===== src/rtl/minibus_decoder.sv =====
// minibus_decoder: routes one minibus master to NUM_SLAVES address-mapped slaves with decode errors, timeout and error count
package minibus_pkg;
   typedef struct packed {
      logic [31:0] addr;
      logic [31:0] wdata;
      logic [1:0]  width;
      logic        ren;
      logic        wen;
   } minibus_req_pack;
   typedef struct packed {
      logic [31:0] rdata;
      logic        ack;
      logic        err;
   } minibus_res_pack;
   typedef struct packed {
      logic [31:0] addr_start;
      logic [31:0] addr_end;
   } slave_mem_map;
endpackage

module minibus_decoder
   import minibus_pkg::*;
#(
   parameter int NUM_SLAVES = 4,
   parameter slave_mem_map [NUM_SLAVES-1:0] SLAVE_MAP = '0,
   parameter int TIMEOUT_CYCLES = 256,
   parameter int ERRCNT_WIDTH = 16
) (
   input  logic                    CLK,
   input  logic                    nRST,
   input  minibus_req_pack         m_req,
   output minibus_res_pack         m_res,
   output minibus_req_pack         s_req [NUM_SLAVES],
   input  minibus_res_pack         s_res [NUM_SLAVES],
   output logic                    busy,
   output logic [ERRCNT_WIDTH-1:0] err_count
);
   localparam int SW = NUM_SLAVES > 1 ? $clog2(NUM_SLAVES) : 1;
   typedef enum logic [1:0] {IDLE, BUSY, ERR} state_t;
   state_t          state;
   logic [SW-1:0]   sel;
   logic [SW-1:0]   hit_idx;
   logic [31:0]     tcnt;
   logic            hit;
   logic            valid;
   logic            bad;
   logic            resp;
   logic            tout;
   minibus_res_pack rsp;
   assign valid = m_req.ren | m_req.wen;
   assign rsp   = s_res[sel];
   assign resp  = rsp.ack | rsp.err;
   assign tout  = (TIMEOUT_CYCLES != 0) && (tcnt == 32'(TIMEOUT_CYCLES - 1));
   assign bad   = (m_req.ren & m_req.wen) | (m_req.width == 2'd3) | !hit |
                  (m_req.width == 2'd1 & m_req.addr[0]) |
                  (m_req.width == 2'd2 & |m_req.addr[1:0]);
   // scan downward so the lowest matching index wins on overlap
   always_comb begin
      hit     = 1'b0;
      hit_idx = '0;
      for (int i = NUM_SLAVES - 1; i >= 0; i--)
         if (m_req.addr >= SLAVE_MAP[i].addr_start && m_req.addr < SLAVE_MAP[i].addr_end) begin
            hit     = 1'b1;
            hit_idx = SW'(i);
         end
   end
   always_comb
      for (int i = 0; i < NUM_SLAVES; i++)
         s_req[i] = (state == BUSY && sel == SW'(i)) ? m_req : '0;
   always_comb begin
      m_res = '0;
      if (state == ERR)
         m_res.err = 1'b1;
      else if (state == BUSY && valid) begin
         m_res     = rsp;
         m_res.ack = rsp.ack & ~rsp.err;
         if (tout && !resp)
            m_res = '{rdata: '0, ack: 1'b0, err: 1'b1};
      end
   end
   always_ff @(posedge CLK)
      if (!nRST) begin
         state     <= IDLE;
         sel       <= '0;
         tcnt      <= '0;
         busy      <= 1'b0;
         err_count <= '0;
      end else begin
         if (m_res.err && !(&err_count))
            err_count <= err_count + 1'b1;
         case (state)
            IDLE:
               if (valid) begin
                  state <= bad ? ERR : BUSY;
                  busy  <= 1'b1;
                  sel   <= bad ? sel : hit_idx;
                  tcnt  <= '0;
               end
            BUSY:
               if (!valid || resp || tout) begin
                  state <= IDLE;
                  busy  <= 1'b0;
               end else
                  tcnt <= tcnt + 32'd1;
            default: begin
               state <= IDLE;
               busy  <= 1'b0;
            end
         endcase
      end
endmodule


===== config.mk =====
export PLATFORM = sky130hd
export DESIGN_NAME = minibus_decoder
export DESIGN_NICKNAME = d
export VERILOG_FILES = /design/src/rtl/minibus_decoder.sv
export SDC_FILE = /design/constraint.sdc
export NUM_CORES = 1
export LEC_CHECK = 0
export ABC_AREA = 1
export CAP_MARGIN = 20
export CORE_AREA = 2 2 208 210
export DETAILED_ROUTE_END_ITERATION = 8
export DIE_AREA = 0 0 210 212
export GPL_ROUTABILITY_DRIVEN = 0
export PLACE_DENSITY = 0.43
export RECOVER_POWER = 100
export SYNTH_ARGS = -nofsm -noshare
export SYNTH_HDL_FRONTEND = slang
export SYNTH_SLANG_ARGS = --single-unit

===== constraint.sdc =====
create_clock -name CLK -period 1.6 [get_ports CLK]
set_input_delay 0.32 -clock CLK [delete_from_list [all_inputs] [get_ports CLK]]
set_output_delay 0.32 -clock CLK [all_outputs]
set_load 0.05 [all_outputs]

==> results of run 1 <==
==> cells in the final DEF (no fill, tap or decap), drive strengths merged <==
| cell type | Yosys | final |
|---|---|---|
| conb | 1 | 305 |
| nor2 | 46 | 46 |
| nand2 | 42 | 43 |
| buf | 310 | 19 |
| inv | 17 | 17 |
| dfxtp | 17 | 17 |
| nand3 | 15 | 15 |
| clkbuf | 0 | 13 |
| a21oi | 9 | 9 |
| nand4 | 6 | 6 |
| o21ai | 3 | 3 |
| nor3 | 3 | 3 |
| clkdlybuf4s50 | 0 | 3 |
| ha | 1 | 1 |
| clkinv | 0 | 1 |
==> cell type report <==
cell class / instances / area [sq um] / share of cell area, %
clock inverters: 1 / 5.00 / 0.150
inverters: 17 / 63.8 / 1.92
flip-flops and latches: 17 / 354 / 10.6
repair buffers: 32 / 390 / 11.7
clock buffers: 3 / 75.1 / 2.26
well taps: 546 / 683 / 20.5
multi-input cells: 431 / 1750 / 52.7
==> power groups by stage <==
stage                     clock [mW]  sequential, mW  combinational [mW]
final                          0.512           0.441                1.67
after global routing           0.552           0.443                1.73
after CTS                      0.526           0.441                1.66
after detailed placement           0           0.450                1.66
after global placement             0           0.450                1.66
after floorplan                    0           0.470                2.18
==> how the worst max path moves through the flow <==
stage,cells past startpoint,endpoint,slack (ns)
finish,10,err_count[1]$_SDFFE_PN0P_,0.11
global route,9,err_count[14]$_SDFFE_PN0P_,-0.01
CTS,10,err_count[1]$_SDFFE_PN0P_,0.06
detailed placement,10,err_count[1]$_SDFFE_PN0P_,0.07
global placement,10,err_count[1]$_SDFFE_PN0P_,0.11
floorplan,8,err_count[3]$_SDFFE_PN0P_,0.007
==> worst reg2reg max path, cell delays in order, from the launching register on <==
cell and delay (ns):
sky130_fd_sc_hd__dfxtp_4 0.38, sky130_fd_sc_hd__ha_1 0.19, sky130_fd_sc_hd__nand2_2 0.09, sky130_fd_sc_hd__inv_2 0.08, sky130_fd_sc_hd__nand2_2 0.09, sky130_fd_sc_hd__nor2_4 0.16
sky130_fd_sc_hd__nand2_4 0.10, sky130_fd_sc_hd__nand2_1 0.08, sky130_fd_sc_hd__inv_1 0.07, sky130_fd_sc_hd__nor2_1 0.10, sky130_fd_sc_hd__nor2_1 0.05
==> kinds of logic (layout without fill, tap and decap cells) <==
group	count (synthesis)	after routing
flip-flops	17	17
other	1	305
adder cells (fa/ha/maj)	1	1
buffers and inverters	327	53
AND/OR/NAND/NOR	112	113
AO/OA/AOI/OAI	12	12
==> flip-flops by register name, summed over array words and instances (netlist names) <==
signal and count:
err_count 16, busy 1
==> per-stage QoR <==
| stage | setup TNS, ns | std cells | power, mW |
|---|---|---|---|
| 2_1_floorplan | 0 | 774 | 2.65 |
| 6_report | 0 | 1047 | 2.62 |
| 4_1_cts | 0 | 1045 | 2.63 |
| 3_3_place_gp | 0 | 1041 | 2.11 |
| 3_5_place_dp | 0 | 1041 | 2.12 |
| 5_1_grt | -0.0111 | 1047 | 2.72 |
==> per-layer routing <==
layer  global-route usage [%]  vias up  share of wire [%]
met2                     3.57      170                 52
met5                        0        -                  0
met4                    0.587        0               0.77
li1                         -      889                  -
met1                     2.21      815                 33
met3                    0.960        5                 14
==> repair_timing <==
action | CTS | global route
setup buffers | 0 | 1
gates resized for setup | 0 | 3
setup endpoints to repair | 0 | 5
==> metrics.md, run 1 <==
| Metric | Value |
|---|---|
| Outcome | `complete, no violations` |
| Syn Inst Count | `470` |
| Share of post-route cells with drive strength above 1 | `10.4%` |
| Boundary Pins | `529` |
| Detail Route Antenna Nets | `0` |
| Vias per std cell | `1.79` |
| TritonCTS clock tree | `built` |
| Final routed wire length divided by cell count | `5.22 um` |
| Number of DRC markers after the initial detailed-route iteration | `27` |
| Initial antenna violation count | `0` |
| Area share of fa/ha/maj cells after synthesis | `0.377%` |
| Final count of hold timing violations | `0` |
| Worst hold stages | `2` |
| Crit Path Class | `flip-flop to flip-flop` |
| Share of the clock period used by the worst path after layout | `93.3%` |
| Minimum setup slack among reg-to-reg paths | `0.11 ns` |
| CTS sink count | `17` |
| Portion of netlist area occupied by mux cells | `0%` |
| Startpoint of the worst-slack reg-to-reg timing path | `err_count[0]$_SDFFE_PN0P_` |
| Diodes inserted | `0` |
| Critical Path Start Type | `flip-flop` |
| Reg2reg end | `err_count[1]$_SDFFE_PN0P_` |
| Number of buffers inserted during clock tree synthesis | `3` |
| Final Max Tran Viols | `0` |
| Core occupancy in the finished layout | `7.82%` |
| DIE AREA | `44500 sq um` |
| Synthesized-area fraction occupied by and/or/nand/nor cells | `15.5%` |
| CORE AREA | `42500 sq um` |
| Origin of the worst min-delay path | `err_count[4]$_SDFFE_PN0P_` |
| Average size of a mapped cell | `7.07 sq um` |
| Leading register cell type out of synthesis | `sky130_fd_sc_hd__dfxtp_1` |
| Count of cells along the worst register-to-register path | `10` |
| DRC | `0` |
| Worst slack, placed | `0.0731 ns` |
| Worst hold endpoint | `err_count[4]$_SDFFE_PN0P_` |
| Hold_ws | `0.533 ns` |
| CP Launch Point | `err_count[0]$_SDFFE_PN0P_` |
| HP Class | `flip-flop to flip-flop` |
| Synth cell count leaders | `sky130_fd_sc_hd__buf_4, sky130_fd_sc_hd__nor2_1, sky130_fd_sc_hd__nand2_1, sky130_fd_sc_hd__dfxtp_1, sky130_fd_sc_hd__inv_1` |
| Synthesis-stage register bit count | `17` |
| Sum of buffers and inverters on the critical path | `2` |
| Share of power burned in registers | `16.8%` |
| Number of vias in the routed layout | `1879` |
| Int Power | `812 uW` |
| Xor and xnor fraction of the mapped netlist area | `0%` |
| Combinational family with the most area after synthesis | `buffers and inverters` |
| Switching portion of total power | `69.1%` |
| Maximum ir drop on the vdd rail | `0.214 mV` |
| Post-synthesis cell type count | `21` |
| Minimum period implied by the final worst setup slack | `1.49 ns` |
| Worst Setup End Kind | `flip-flop` |
| Count of flip-flops with a built-in enable after synthesis | `0` |
| Sequential cell area fraction in the yosys report | `10.2%` |
| Die span in y | `212 um` |
| Placement-stage cell area | `3300 sq um` |
| Max FO, Critical Path | `7` |
| Max frequency | `670 MHz` |
| Clock root buffer | `sky130_fd_sc_hd__clkbuf_16` |
| Power share of the combinational group | `63.7%` |
| Yosys warns | `0` |
| Number of setup violations in the final report | `0` |
| Maximum buffer depth of the clock tree | `2` |
| First-pass GRT wire length | `6.66 mm` |
| X dimension of the die | `210 um` |
| Clock network fraction of design power | `19.5%` |
| Delay of the slowest cell on the worst path | `0.38 ns` |
| Global Route Usage Sum | `2.05%` |
| Power per cell area | `789 nW/um^2` |
| Crit-path leading delay family | `simple AND/OR/NAND/NOR gates` |
| Starting density of the core | `7.82%` |
| Clock-pin slew on the worst setup and hold paths | `0.05 ns` |
| Nets@finish | `709` |
| Switching component of the power | `1.81 mW` |
| Cell-by-cell trace of the critical path | `ha_1, nand2_2, inv_2, nand2_2, nor2_4, nand2_4, nand2_1, inv_1, nor2_1, nor2_1` |
| Most instantiated library cell after synthesis | `sky130_fd_sc_hd__buf_4` |
| Critical path data required time | `1.74 ns` |
| Final setup slack of the worst path | `0.107 ns` |
| Total wire length | `5.47 mm` |
| Fin Clk Skew | `0.00303 ns` |
| Layout overhead on the synthesized area | `0.0753%` |
| Vias in the first global route | `1093` |
| Netlist area before placement | `3320 sq um` |
| Portion of synthesized cell area occupied by the leading cell type | `69.6%` |
| Count of standard-cell rows | `76` |
| Filler cell count in the final layout | `4941` |
| Clock Latency Late Sink | `0.25 ns` |
| Number of buffers inserted by hold repair at cts | `0` |
| Count of buffers from port buffering | `21` |
| TritonRoute pass-1 iters | `4` |
| Area contributors post-synth | `sky130_fd_sc_hd__buf_4, sky130_fd_sc_hd__dfxtp_1, sky130_fd_sc_hd__nor2_1, sky130_fd_sc_hd__nand2_1, sky130_fd_sc_hd__nand3_1` |
| Pin count of the biggest net entering global routing | `18` |
| Async S/R FF share, synth | `0%` |
| RSZ-0062 raised after global routing | `true` |
| Leading area contributor after synthesis | `sky130_fd_sc_hd__buf_4` |
| Slowest stage cell on the critical path | `sky130_fd_sc_hd__dfxtp_4` |
| Global-route congestion overflow total | `0` |
| Post-detail-place hpwl | `4.75 mm` |
| Area fraction in compound gates after synthesis | `1.81%` |
| Data arrival time of the worst path | `1.64 ns` |
| Htree depth | `1` |
| Leakage power | `1.66 nW` |
| Max Cap Violations | `0` |
| Post-route cell area | `3330 sq um` |
Power figures use the tool's default switching activity.
==> run 2: changes to the inputs <==
==> constraint.sdc (replaced) <==
create_clock -name CLK -period 1.6 [get_ports CLK]
set_input_delay 0.4 -clock CLK [delete_from_list [all_inputs] [get_ports CLK]]
set_output_delay 0.4 -clock CLK [all_outputs]
set_load 0.05 [all_outputs]
==> metrics.md, run 2 (synthesized netlist as in run 1, its figures left out) <==
| Metric | Value |
|---|---|
| Outcome | `complete, no violations` |
| Layout overhead on the synthesized area | `4.14%` |
| Critical path data required time | `1.74 ns (about the same)` |
| Maximum buffer depth of the clock tree | `2 (unchanged)` |
| Cell-by-cell trace of the critical path | `ha_2, nand2_2, inv_2, nand2_2, nor2_4, nand2_4, buf_4, a21oi_1, nor2_1` |
| Total Negative Setup Slacks | `0 ns (unchanged)` |
| Pin count of the biggest net entering global routing | `18 (unchanged)` |
| Count of buffers from port buffering | `21 (unchanged)` |
| Critical Path Start Type | `flip-flop` |
| Htree depth | `1 (unchanged)` |
| CTS sink count | `17 (unchanged)` |
| HP Class | `flip-flop to flip-flop` |
| Post-detail-place hpwl | `4.77 mm (+0.30%)` |
| Worst hold stages | `2 (unchanged)` |
| Global-route congestion overflow total | `0 (unchanged)` |
| Core occupancy in the finished layout | `8.14% (+0.32 points)` |
| Number of cells in the design after placement | `1041 (unchanged)` |
| Diodes inserted | `0 (unchanged)` |
| Most common cell after layout, fill and taps aside | `sky130_fd_sc_hd__conb_1` |
| Data arrival time of the worst path | `1.61 ns (-0.03 ns)` |
| Initial antenna violation count | `0 (unchanged)` |
| TritonCTS clock tree | `built` |
| Share of post-route cells with drive strength above 1 | `12.3% (+1.9 points)` |
| Maximum ir drop on the vdd rail | `0.214 mV (about the same)` |
| Global Route Usage Sum | `1.96% (-0.082 points)` |
| Top register by number of flip-flops | `err_count` |
| Max FO, Critical Path | `6 (-1)` |
| Post-route total power | `2.63 mW (+0.16%)` |
| Filler cell count in the final layout | `4959 (+0.36%)` |
| Boundary Pins | `529 (unchanged)` |
| Fin cells | `1051 (+0.38%)` |
| Max Cap Violations | `0 (unchanged)` |
| Number of buffers inserted by hold repair at cts | `0 (unchanged)` |
| Minimum period implied by the final worst setup slack | `1.47 ns (-0.0279 ns)` |
| First-pass GRT wire length | `6.56 mm (-1.5%)` |
| Worst slack, placed | `0.0791 ns (+0.00603 ns)` |
| Final count of hold timing violations | `0 (unchanged)` |
| Worst hold endpoint | `err_count[0]$_SDFFE_PN0P_` |
| Placement-stage cell area | `3310 sq um (+0.38%)` |
| Total wire length | `5.37 mm (-1.8%)` |
| Vias per std cell | `1.82 (+1.3%)` |
| Count of standard-cell rows | `76 (unchanged)` |
| Most common cell on crit path | `sky130_fd_sc_hd__nand2_2` |
| Number of vias in the routed layout | `1910 (+1.6%)` |
| Origin of the worst min-delay path | `err_count[0]$_SDFFE_PN0P_` |
| Vias in the first global route | `1153 (+5.5%)` |
| Highest-count cells in the layout ignoring fill and taps | `sky130_fd_sc_hd__conb_1, sky130_fd_sc_hd__nor2_1, sky130_fd_sc_hd__nand2_1` |
| Clock Latency Late Sink | `0.25 ns (about the same)` |
| Worst Setup End Kind | `flip-flop` |
| Final Max Tran Viols | `0 (unchanged)` |
| Post-route cell area | `3460 sq um (+4.1%)` |
| Leakage power | `1.72 nW (+3.4%)` |
| Delay of the slowest cell on the worst path | `0.38 ns (about the same)` |
| TritonRoute pass-1 iters | `4 (unchanged)` |
| Largest register FFs | `16 (unchanged)` |
| DRC | `0 (unchanged)` |
| Nets@finish | `713 (+0.56%)` |
| Minimum setup slack among reg-to-reg paths | `0.13 ns (+0.03 ns)` |
| Starting density of the core | `7.82% (unchanged)` |
| Sum of buffers and inverters on the critical path | `2 (unchanged)` |
| RSZ-0062 raised after global routing | `true` |
| Power per cell area | `760 nW/um^2 (-3.7%)` |
| Max frequency | `682 MHz (+1.9%)` |
| Clock-pin slew on the worst setup and hold paths | `0.05 ns (about the same)` |
| CORE AREA | `42500 sq um (unchanged)` |
| Startpoint of the worst-slack reg-to-reg timing path | `err_count[0]$_SDFFE_PN0P_` |
| Clock root buffer | `sky130_fd_sc_hd__clkbuf_16` |
| Hold_ws | `0.532 ns (-0.00115 ns)` |
| Crit-path leading delay family | `simple AND/OR/NAND/NOR gates` |
| Final routed wire length divided by cell count | `5.11 um (-2.2%)` |
| Die span in y | `212 um (unchanged)` |
| Final setup slack of the worst path | `0.135 ns (+0.0279 ns)` |
| X dimension of the die | `210 um (unchanged)` |
| Number of buffers inserted during clock tree synthesis | `3 (unchanged)` |
| Registers with the highest flip-flop counts | `err_count: 16 flops, busy: 1 flops` |
| DIE AREA | `44500 sq um (unchanged)` |
| Crit Path Class | `flip-flop to flip-flop` |
| Number of setup violations in the final report | `0 (unchanged)` |
| Area taken by flip-flops and latches | `354 sq um (unchanged)` |
| Fin Clk Skew | `0.00231 ns (-0.000716 ns)` |
| Detail Route Antenna Nets | `0 (unchanged)` |
| Slowest stage cell on the critical path | `sky130_fd_sc_hd__dfxtp_4` |
| Multi-input combinational cell area | `1750 sq um (about the same)` |
| Share of the clock period used by the worst path after layout | `91.6% (-1.7 points)` |
| Count of cells along the worst register-to-register path | `9 (-1)` |
| Number of DRC markers after the initial detailed-route iteration | `43 (+59%)` |
| Reg2reg end | `err_count[7]$_SDFFE_PN0P_` |
run 2: changes by cell type in the layout (fill, tap and decap cells not counted), sizes merged:
cell | previous run | this run
clkinv | 1 | 0
clkbuf | 13 | 4
buf | 19 | 33
run 2: how the worst max path moves through the flow:
stage / end / slack, ns / depth (start not counted) / from
after detailed placement: err_count[1]$_SDFFE_PN0P_ / 0.08 / 10 / err_count[0]$_SDFFE_PN0P_
after CTS: err_count[1]$_SDFFE_PN0P_ / 0.07 / 10 / err_count[0]$_SDFFE_PN0P_
after global routing: err_count[11]$_SDFFE_PN0P_ / -0.003 / 7 / err_count[0]$_SDFFE_PN0P_
after floorplan: err_count[3]$_SDFFE_PN0P_ / 0.007 / 8 / err_count[11]$_SDFFE_PN0P_
final: err_count[7]$_SDFFE_PN0P_ / 0.13 / 9 / err_count[0]$_SDFFE_PN0P_
after global placement: err_count[1]$_SDFFE_PN0P_ / 0.11 / 10 / err_count[0]$_SDFFE_PN0P_
run 2: metal layers:
metal | global-route usage (%) | share of wire, %
met1 | 2.11 | 33
met3 | 0.871 | 13
met2 | 3.57 | 53
met5 | 0 | 0
met4 | 0.367 | 0.47
run 2: final cells by class:
class	count	area share [%]
Clock buffer	4	2.28
Multi-Input combinational cell	431	50.7
Sequential cell	17	10.2
Timing Repair Buffer	36	15.3
Inverter	17	1.84
Tap cell	546	19.7
run 2: repair_timing:
action | CTS | global route
endpoints found under the setup margin | 0 | 7
setup buffers | 0 | 5
gates resized for setup | 0 | 4
run 2: worst reg2reg max path, delay by kind of cell, from the launching register on:
family	cells	cell delay, ns
compound gates	1	0.12
fa+ha+maj	1	0.19
buf+inv	2	0.23
flops	1	0.38
simple gates	5	0.45
run 2: power breakdown:
part           switching [mW]  total [mW]  internal [mW]
Combinational            1.63        1.69         0.0583
Sequential             0.0108       0.441          0.431
Clock                   0.164       0.502          0.338
